**src/rtl/iommu_err_responder_pkg.sv**
```systemverilog
// Shared AXI/IOMMU channel types and the IOMMU config defaults for the error responder.
// Fault path and responder both pull the error response code and data pattern from here.
package axi_pkg;
    typedef logic [1:0] resp_t;
    localparam resp_t RESP_OKAY   = 2'b00;
    localparam resp_t RESP_EXOKAY = 2'b01;
    localparam resp_t RESP_SLVERR = 2'b10;
    localparam resp_t RESP_DECERR = 2'b11;
endpackage

package lint_wrapper;
    localparam int unsigned IdWidth   = 4;
    localparam int unsigned AddrWidth = 64;
    localparam int unsigned DataWidth = 64;
    localparam int unsigned SidWidth  = 24;
    localparam int unsigned SsidWidth = 20;

    typedef logic [IdWidth-1:0]     id_t;
    typedef logic [AddrWidth-1:0]   addr_t;
    typedef logic [DataWidth-1:0]   data_t;
    typedef logic [DataWidth/8-1:0] strb_t;
    typedef logic [SidWidth-1:0]    sid_t;
    typedef logic [SsidWidth-1:0]   ssid_t;

    typedef struct packed {
        id_t         id;
        addr_t       addr;
        logic [7:0]  len;
        logic [2:0]  size;
        logic [1:0]  burst;
        logic [3:0]  cache;
        logic [2:0]  prot;
        logic        user;
        sid_t        stream_id;
        logic        ss_id_valid;
        ssid_t       substream_id;
    } ax_chan_iommu_t;

    typedef struct packed {
        data_t data;
        strb_t strb;
        logic  last;
        logic  user;
    } w_chan_t;

    typedef struct packed {
        id_t         id;
        logic [1:0]  resp;
        logic        user;
    } b_chan_t;

    typedef struct packed {
        id_t         id;
        data_t       data;
        logic [1:0]  resp;
        logic        last;
        logic        user;
    } r_chan_t;

    typedef struct packed {
        ax_chan_iommu_t aw;
        logic           aw_valid;
        w_chan_t        w;
        logic           w_valid;
        logic           b_ready;
        ax_chan_iommu_t ar;
        logic           ar_valid;
        logic           r_ready;
    } req_iommu_t;

    typedef struct packed {
        logic    aw_ready;
        logic    ar_ready;
        logic    w_ready;
        logic    b_valid;
        b_chan_t b;
        logic    r_valid;
        r_chan_t r;
    } resp_t;
endpackage

package iommu_err_responder_pkg;
    localparam axi_pkg::resp_t     ERR_RESP      = axi_pkg::RESP_SLVERR;
    localparam lint_wrapper::data_t ERR_RESP_DATA = 64'hBADC_AB1E_BADC_AB1E;

    typedef enum logic [1:0] {W_IDLE, W_DATA, W_RESP} w_state_e;
    typedef enum logic       {R_IDLE, R_DATA}         r_state_e;
endpackage

```
**src/rtl/iommu_err_fault_log.sv**
```systemverilog
// Captures stream/substream identity of each aborted AW/AR and counts aborts (saturating).
// Latency: pulse and fields one cycle after the handshake; never backpressures.
// Strobes are mutually exclusive by construction upstream; AW wins if both ever assert.
module iommu_err_fault_log
    import lint_wrapper::*;
#(
    parameter int unsigned CntWidth = 16
) (
    input  logic                clk_i,
    input  logic                rst_ni,
    input  logic                aw_hs_i,
    input  logic                ar_hs_i,
    input  sid_t                aw_sid_i,
    input  logic                aw_ssidv_i,
    input  ssid_t               aw_ssid_i,
    input  sid_t                ar_sid_i,
    input  logic                ar_ssidv_i,
    input  ssid_t               ar_ssid_i,
    output logic                fault_valid_o,
    output logic                fault_is_read_o,
    output sid_t                fault_sid_o,
    output logic                fault_ssidv_o,
    output ssid_t               fault_ssid_o,
    output logic [CntWidth-1:0] fault_cnt_o
);
    logic                valid_d, valid_q;
    logic                is_read_d, is_read_q;
    sid_t                sid_d, sid_q;
    logic                ssidv_d, ssidv_q;
    ssid_t               ssid_d, ssid_q;
    logic [CntWidth-1:0] cnt_d, cnt_q;

    always_comb begin
        valid_d   = aw_hs_i | ar_hs_i;
        is_read_d = is_read_q;
        sid_d     = sid_q;
        ssidv_d   = ssidv_q;
        ssid_d    = ssid_q;
        cnt_d     = cnt_q;
        if (aw_hs_i) begin
            is_read_d = 1'b0;
            sid_d     = aw_sid_i;
            ssidv_d   = aw_ssidv_i;
            ssid_d    = aw_ssid_i;
        end else if (ar_hs_i) begin
            is_read_d = 1'b1;
            sid_d     = ar_sid_i;
            ssidv_d   = ar_ssidv_i;
            ssid_d    = ar_ssid_i;
        end
        if (valid_d && (cnt_q != {CntWidth{1'b1}})) begin
            cnt_d = cnt_q + CntWidth'(1);
        end
    end

    always_ff @(posedge clk_i or negedge rst_ni) begin
        if (!rst_ni) begin
            valid_q   <= 1'b0;
            is_read_q <= 1'b0;
            sid_q     <= '0;
            ssidv_q   <= 1'b0;
            ssid_q    <= '0;
            cnt_q     <= '0;
        end else begin
            valid_q   <= valid_d;
            is_read_q <= is_read_d;
            sid_q     <= sid_d;
            ssidv_q   <= ssidv_d;
            ssid_q    <= ssid_d;
            cnt_q     <= cnt_d;
        end
    end

    assign fault_valid_o   = valid_q;
    assign fault_is_read_o = is_read_q;
    assign fault_sid_o     = sid_q;
    assign fault_ssidv_o   = ssidv_q;
    assign fault_ssid_o    = ssid_q;
    assign fault_cnt_o     = cnt_q;
endmodule

```
**src/rtl/iommu_err_responder.sv**
```systemverilog
// AXI4 slave terminating IOMMU-faulted transactions with error B/R responses of correct length.
// Latency: W drain from AW+1, B at last-W+1, first R at AR+1, len+1 R beats back to back.
// Backpressure: B and R hold stable until ready; W stalled until its AW is taken.
module iommu_err_responder
    import lint_wrapper::*;
    import iommu_err_responder_pkg::*;
#(
    parameter axi_pkg::resp_t Resp     = ERR_RESP,
    parameter data_t          RespData = ERR_RESP_DATA,
    parameter int unsigned    CntWidth = 16
) (
    input  logic                clk_i,
    input  logic                rst_ni,
    input  req_iommu_t          req_i,
    output resp_t               resp_o,
    output logic                fault_valid_o,
    output logic                fault_is_read_o,
    output logic [23:0]         fault_sid_o,
    output logic                fault_ssidv_o,
    output logic [19:0]         fault_ssid_o,
    output logic [CntWidth-1:0] fault_cnt_o
);
    w_state_e   w_state_q;
    r_state_e   r_state_q;
    id_t        b_id_q;
    id_t        r_id_q;
    logic [7:0] r_cnt_q;
    logic       aw_hs;
    logic       ar_hs;
    logic       ar_ready;

    // AR yields to a same-cycle AW so the fault log never sees two events at once.
    assign aw_hs    = req_i.aw_valid && (w_state_q == W_IDLE);
    assign ar_ready = (r_state_q == R_IDLE) && !aw_hs;
    assign ar_hs    = req_i.ar_valid && ar_ready;

    always_ff @(posedge clk_i or negedge rst_ni) begin
        if (!rst_ni) begin
            w_state_q <= W_IDLE;
            b_id_q    <= '0;
        end else begin
            case (w_state_q)
                W_IDLE: if (aw_hs) begin
                    b_id_q    <= req_i.aw.id;
                    w_state_q <= W_DATA;
                end
                W_DATA: if (req_i.w_valid && req_i.w.last) w_state_q <= W_RESP;
                W_RESP: if (req_i.b_ready) w_state_q <= W_IDLE;
                default: w_state_q <= W_IDLE;
            endcase
        end
    end

    always_ff @(posedge clk_i or negedge rst_ni) begin
        if (!rst_ni) begin
            r_state_q <= R_IDLE;
            r_id_q    <= '0;
            r_cnt_q   <= 8'd0;
        end else begin
            case (r_state_q)
                R_IDLE: if (ar_hs) begin
                    r_id_q    <= req_i.ar.id;
                    r_cnt_q   <= req_i.ar.len;
                    r_state_q <= R_DATA;
                end
                R_DATA: if (req_i.r_ready) begin
                    if (r_cnt_q == 8'd0) r_state_q <= R_IDLE;
                    else                 r_cnt_q   <= r_cnt_q - 8'd1;
                end
            endcase
        end
    end

    always_comb begin
        resp_o          = '0;
        resp_o.aw_ready = (w_state_q == W_IDLE);
        resp_o.w_ready  = (w_state_q == W_DATA);
        resp_o.b_valid  = (w_state_q == W_RESP);
        resp_o.b.id     = b_id_q;
        resp_o.b.resp   = Resp;
        resp_o.ar_ready = ar_ready;
        resp_o.r_valid  = (r_state_q == R_DATA);
        resp_o.r.id     = r_id_q;
        resp_o.r.data   = RespData;
        resp_o.r.resp   = Resp;
        resp_o.r.last   = (r_cnt_q == 8'd0);
    end

    // Address, attributes and write payload are irrelevant to an abort.
    logic unused_req;
    assign unused_req = ^req_i;

    iommu_err_fault_log #(
        .CntWidth (CntWidth)
    ) u_fault_log (
        .clk_i           (clk_i),
        .rst_ni          (rst_ni),
        .aw_hs_i         (aw_hs),
        .ar_hs_i         (ar_hs),
        .aw_sid_i        (req_i.aw.stream_id),
        .aw_ssidv_i      (req_i.aw.ss_id_valid),
        .aw_ssid_i       (req_i.aw.substream_id),
        .ar_sid_i        (req_i.ar.stream_id),
        .ar_ssidv_i      (req_i.ar.ss_id_valid),
        .ar_ssid_i       (req_i.ar.substream_id),
        .fault_valid_o   (fault_valid_o),
        .fault_is_read_o (fault_is_read_o),
        .fault_sid_o     (fault_sid_o),
        .fault_ssidv_o   (fault_ssidv_o),
        .fault_ssid_o    (fault_ssid_o),
        .fault_cnt_o     (fault_cnt_o)
    );
endmodule

```
**config.mk**
```make
export PLATFORM = sky130hd
export DESIGN_NAME = iommu_err_responder
export DESIGN_NICKNAME = d
export VERILOG_FILES = /design/src/rtl/iommu_err_responder_pkg.sv /design/src/rtl/iommu_err_fault_log.sv /design/src/rtl/iommu_err_responder.sv
export SDC_FILE = /design/constraint.sdc
export NUM_CORES = 1
export LEC_CHECK = 0
export ABC_AREA = 0
export CAP_MARGIN = 25
export CORE_AREA = 2 2 194 196
export CTS_BUF_LIST = sky130_fd_sc_hd__clkbuf_8 sky130_fd_sc_hd__clkbuf_16
export CTS_CLUSTER_SIZE = 10
export DETAILED_ROUTE_END_ITERATION = 12
export DIE_AREA = 0 0 196 198
export MAX_ROUTING_LAYER = met4
export SETUP_SLACK_MARGIN = 0.15
export SYNTH_ARGS = -nofsm -noshare
export SYNTH_HDL_FRONTEND = slang
export SYNTH_HIERARCHICAL = 1
export SYNTH_SLANG_ARGS = --single-unit
```
**constraint.sdc**
```tcl
create_clock -name clk_i -period 2.55 [get_ports clk_i]
set_input_delay 0.255 -clock clk_i [delete_from_list [all_inputs] [get_ports clk_i]]
set_output_delay 0.255 -clock clk_i [all_outputs]
set_load 0.005 [all_outputs]
```
# Yosys cells after proc, flatten, opt, wreduce, memory -nomap -nowiden
# Index checks and enable logic that the tools add are counted.
# classes
add_sub_neg	2
multipliers	0
n_div	0
magnitude_cmp	0
eq_ne	9
shift	0
mux	20
n_bitwise	2
reduce_logical	13
# ops
cell	n
24-bit two-way mux	2
20-bit two-way mux	2
8-bit two-way mux	3
16-bit by 1-bit adder with 16-bit output (second input constant)	1
16-bit != test (second input constant)	1
8-bit one-hot mux with 2 select lines	1
8-bit zero test	1
8-bit by 1-bit subtractor with 8-bit output (second input constant)	1
1-bit two-way mux	7
2-bit two-way mux	3
2-bit by 1-bit != test with 1-bit output (second input constant)	3
2-bit != test (second input constant)	3
2-bit one-hot mux with 3 select lines	1
3-bit AND reduction	2
1-bit logical AND	5
2-bit AND reduction	2
2-bit by 1-bit == test with 1-bit output (second input constant)	1
2-bit == test (second input constant)	1
2-bit zero test	1
1-bit one-hot mux with 2 select lines	1
2-bit nonzero test	1
1-bit zero test	1
1-bit NOT	1
1-bit bitwise OR	1
# totals
register_bits	82
latchBits	0
mem_bits_rw	0
romBits	0
in_bits	349
elab_cells	57
mem_count	0

# Depth between registers and ports, before layout
# depth
depth_word	7
mapped_depth	8
depth_no_buf	8

# Modules after synthesis
# The synthesis kept the hierarchy.
# by_module_without_submodules
mod	instances	cells_per_inst	area_per_inst_um2	seq_area_each_um2
iommu_err_fault_log	1	273	2900.3	1576.5
iommu_err_responder	1	171	1521.5	475.5

# Worst setup path before layout
# OpenSTA, ideal clock, no wires.
# synth_path
path_type	register to register
startpoint	register r_state_q
endpoint	register u_fault_log.cnt_q[15], in the netlist u_fault_log/fault_cnt_o[15]
setup_ps	79
arrival_ps	2069
t_required_ps	2471
setup_slack_ps	402
stages_incl_launch_ff	8
path_buffers	1
synth_period_minus_slack_ps	2148
path_cell_list	dfrtp_1 -> clkbuf_1 -> or3b_1 -> inv_2 -> nor2_1 -> or3_1 -> nor4_1 -> xor2_1
# synth_between
elab_chain_cells	5
# synth_lines
item	line	text
from (decl)	iommu_err_responder.sv:24	r_state_e r_state_q;
from (signal assigned)	iommu_err_responder.sv:56	r_state_q <= R_IDLE;
from (signal assigned)	iommu_err_responder.sv:64	r_state_q <= R_DATA;
from (signal assigned)	iommu_err_responder.sv:67	if (r_cnt_q == 8'd0) r_state_q <= R_IDLE;
1-bit NOT (no line)	n/a	
1-bit logical AND	iommu_err_responder.sv:34	assign ar_ready = (r_state_q == R_IDLE) && !aw_hs;
1-bit logical AND	iommu_err_responder.sv:35	assign ar_hs = req_i.ar_valid && ar_ready;
net ar_hs	iommu_err_responder.sv:29	logic ar_hs;
1-bit bitwise OR	iommu_err_fault_log.sv:34	valid_d = aw_hs_i | ar_hs_i;
1-bit logical AND	iommu_err_fault_log.sv:51	if (valid_d && (cnt_q != {CntWidth{1'b1}})) begin
to (signal assigned)	iommu_err_fault_log.sv:70	cnt_q <= cnt_d;
to (decl)	iommu_err_fault_log.sv:31	logic [CntWidth-1:0] cnt_d, cnt_q;
# The timed path passes the listed nets, and every way through them passes these cells.
# A chain may end at the register's enable or synchronous reset.

# Worst setup path after layout
# layout_path
startpoint	register r_cnt_q[2]
endpoint	output resp_o[1]
# layout_between
elab_chain_cells	1
# layout_lines
item	line	text
from (decl)	iommu_err_responder.sv:27	logic [7:0] r_cnt_q;
from (signal assigned)	iommu_err_responder.sv:63	r_cnt_q <= req_i.ar.len;
from (signal assigned)	iommu_err_responder.sv:68	else r_cnt_q <= r_cnt_q - 8'd1;
8-bit zero test	iommu_err_responder.sv:86	resp_o.r.last = (r_cnt_q == 8'd0);
to (decl)	iommu_err_responder.sv:15	output resp_t resp_o,
# Every way passes these cells.

==> reports/metrics.yaml <==
worst_hold_path:
  hp-class: "in2reg"
  hold_path_end: "r_id_q[1]"
  min-delay-start: "req_i[133]"
  hold_path_depth: 3
power_and_ir_drop:
  p_sw_share_pct: 33.4
  p_int_mw: 4.06
  leakage_nw: 2.72
  combPwrFrac_pct: 42.5
  vdd_ir_drop_max_mv: 0.322
  p_sw_mw: 2.04
  seq_power_share_pct: 36.8
  power_density_nw_per_um2: 877
  clockPowerShare_pct: 20.6
logic_synthesis:
  yosys.cell_types.count: 52
  ys_ff_latch: 82
  syn_avg_cell_area_sq_um: 9.96
  synthTopCellsByArea: "dfrtp_1, buf_4, mux2i_1, nand2_1, o21ai_0"
  synth_area_sq_um: 4420
  synthArstFlopShare_pct: 100
  yosys_most_used_dff: "dfrtp_1"
  synth_top_cell_area_share_pct: 46.4
  synth-edff-count: 0
  yosysMostFrequentCell: "dfrtp_1"
  netlist_top_cells_count: "dfrtp_1, buf_4, nand2_1, mux2i_1, o21ai_0"
  ys_seq_area_share_pct: 46.4
  yosysTopAreaCell: "dfrtp_1"
  ys_warn_count: 6
  syn_inst: 444
timing:
  rsz0062_at_grt: "no"
  finClkSkew_ps: 8.36
  setup-violations-final: 0
  maxSlewViolCount: 0
  hold_viol: 0
  period_share_pct: 87.6
  worstMarginPinSlew_ps: 640
  relSlewSlack_pct: 57.4
  max_freq_mhz: 447
  min_period_ps: 2230
  setup_tns_ps: 0
critical_path:
  setup.worst_path.class: "reg2out"
  path_buf_inv: 1
  max_stage_delay_ps: 600
  cp.required_ps: 2300
  r2r_slack_ps: 430
  r2r-start: "w_state_q[1]"
  crit_family: "simple AND/OR/NAND/NOR gates"
  cp-start-kind: "flip-flop"
  worstRegToRegCells: 7
  crit_chain: "or4_4, nor4b_4, dlygate4sd2_1"
  cp_slowest_cell: "or4_4"
  arrival_ps: 1980
  cp_max_fo: 5
  reg2reg_to: "u_fault_log/fault_cnt_o[10]"
  critPathCaptureType: "output port"
global_routing:
  grt_pass1_vias: 3698
  grt_max_degree: 65
  grt-ovfl-total: 0
  grt_usage_pct: 7.42
  grt_first_pass_wirelength_microns: 20700
  top_usage_layer: "met2"
  met3_usage_pct: 2.76
  use_met1_pct: 8.37
  grtUsageMet2_pct: 11.3
  antenna_found_initial: 2
routing:
  wl_microns: 13800
  detail-route-antenna-nets: 0
  via_per_inst: 3.32
  vias: 3700
  drc: 0
  routedWlPerCell_microns: 12.4
  drt_iter0_markers: 86
  first_pass_iters: 4
clocking:
  clk_pin_slew_ps: 60
  clockBufferDepth: 2
  root_buffer: "clkbuf_16"
  cts.sinks: 82
  cts_tree: "built"
  clock_latency_ps: 370
  cts_buffers: 9
  htree_levels: 3
run:
  cap_violations: 0
placed_design:
  post-place-cells: 1095
  dpl.hpwl_microns: 10100
  placed_cell_area_sq_um: 6660
  io_buffers: 190
  gp_congestion: 0.722
final_layout:
  regArea_sq_um: 2050
  utilization_pct: 18.8
  final_cell_count_no_fill: 1114
  n_fill_cell: 4097
  fin_area_sq_um: 6960
  multi_input_area_sq_um: 1990
  nNetsFinal: 985
  drive_above_1_share_pct: 5.95
  area_growth_pct: 57.3
floorplanning:
  start_util_pct: 12.0
  num_rows: 71
  core-area_sq_um: 37000
  dieArea_sq_um: 38800
  ioPinCount: 496
  die_w_microns: 196
  die_h_microns: 198
status:
  outcome: "completed"
-- worst reg2reg max path, cell delays in order (launching register included) --
cell and delay (ps):
dfrtp_1 420, nor3b_4 70, or3b_1 400, clkinv_2 120
o2111ai_1 180, or2_2 360, nor2_1 120, mux2_2 340
-- through the flow --
stage / hold WS [ps] / setup slack, ps / total power [mW]
CTS: 393 / 156 / 6.24
global route: 417 / 187 / 6.60
finish: 420 / 315 / 6.10
detailed placement: 314 / 47.2 / 4.90
global placement: 316 / 90.2 / 4.84
floorplan: -40.6 / 402 / 3.35
-- kinds of logic after synthesis --
family	after synthesis	share of synthesized area, %
buffers and inverters	97	14.5
AOI/OAI and AO/OA	73	9.59
xor gates and xnor gates	9	1.78
muxes	57	13.2
other	2	0.170
adders and majority gates	2	0.566
and+or+nand+nor	122	13.8
DFF	82	46.4
-- metal layers --
| metal | vias up | wire (microns) |
|---|---|---|
| met5 | - | 0 |
| met4 | 0 | 344 |
| met3 | 13 | 1200 |
| met2 | 171 | 6140 |
| met1 | 1747 | 6100 |
| li1 | 1769 | - |
-- sequential cells by signal, indices dropped and copies added (netlist names) --
name and count:
r_state_q 1, u_fault_log/fault_valid_o 1, b_id_q 4, w_state_q 2, r_cnt_q 8, u_fault_log/fault_is_read_o 1
r_id_q 4, u_fault_log/fault_ssid_o 20, u_fault_log/fault_sid_o 24, u_fault_log/fault_cnt_o 16, u_fault_log/fault_ssidv_o 1
-- cells in the final DEF (no fill, tap or decap), types with 2 or more instances in the layout --
master / count
clkdlybuf4s50_1: 188
dfrtp_1: 82
conb_1: 70
nand2_1: 68
mux2i_1: 51
o21ai_0: 49
nor2_1: 13
clkbuf_16: 9
inv_1: 8
buf_4: 8
xor2_1: 8
nor3_1: 6
nor2b_1: 5
a31oi_1: 5
nand3_1: 5
nor4_1: 5
mux2_1: 4
nand4_1: 4
o211ai_1: 3
clkinvlp_4: 3
clkinv_2: 2
a21o_1: 2
or2_2: 2
a21oi_1: 2
ha_1: 2
buf_12: 2
nand4_2: 2
-- power by group through the flow --
stage	clock (mW)	sequential [mW]	combinational, mW
finish	1.26	2.25	2.59
global route	1.39	2.33	2.88
CTS	1.35	2.25	2.64
detailed placement	0	2.26	2.64
global placement	0	2.25	2.60
floorplan	0	2.25	1.10
-- layout make-up --
| class | instances | share of cell area [%] |
|---|---|---|
| sequential | 82 | 29.5 |
| timing repair buffer | 201 | 29.0 |
| multi-input combinational | 333 | 28.6 |
| tap | 474 | 8.53 |
| clock buffer | 10 | 3.44 |
| clock inverter | 6 | 0.504 |
| inverter | 7 | 0.396 |
| antenna | 1 | 0.0360 |
-- how the worst max path moves through the flow --
| stage | from | endpoint | slack, ps | depth (start not counted) |
|---|---|---|---|---|
| global route | w_state_q[1] | resp_o[82] | 190 | 5 |
| detailed placement | req_i[212] | u_fault_log/fault_cnt_o[10] | 50 | 8 |
| finish | r_cnt_q[2] | resp_o[1] | 320 | 3 |
| floorplan | r_state_q | u_fault_log/fault_cnt_o[15] | 400 | 7 |
| global placement | req_i[212] | u_fault_log/fault_cnt_o[10] | 90 | 8 |
| CTS | w_state_q[1] | resp_o[82] | 160 | 5 |
-- repair_timing --
item / in CTS / in global routing
hold buffers: 1 / 0
setup buffers: 1 / 0
resized for setup: 1 / 2
endpoints found under the setup margin: 1 / 1
hold endpoints to repair: 41 / 0
pin swaps: 1 / 0
No activity file was read; power rests on OpenSTA's default activity.
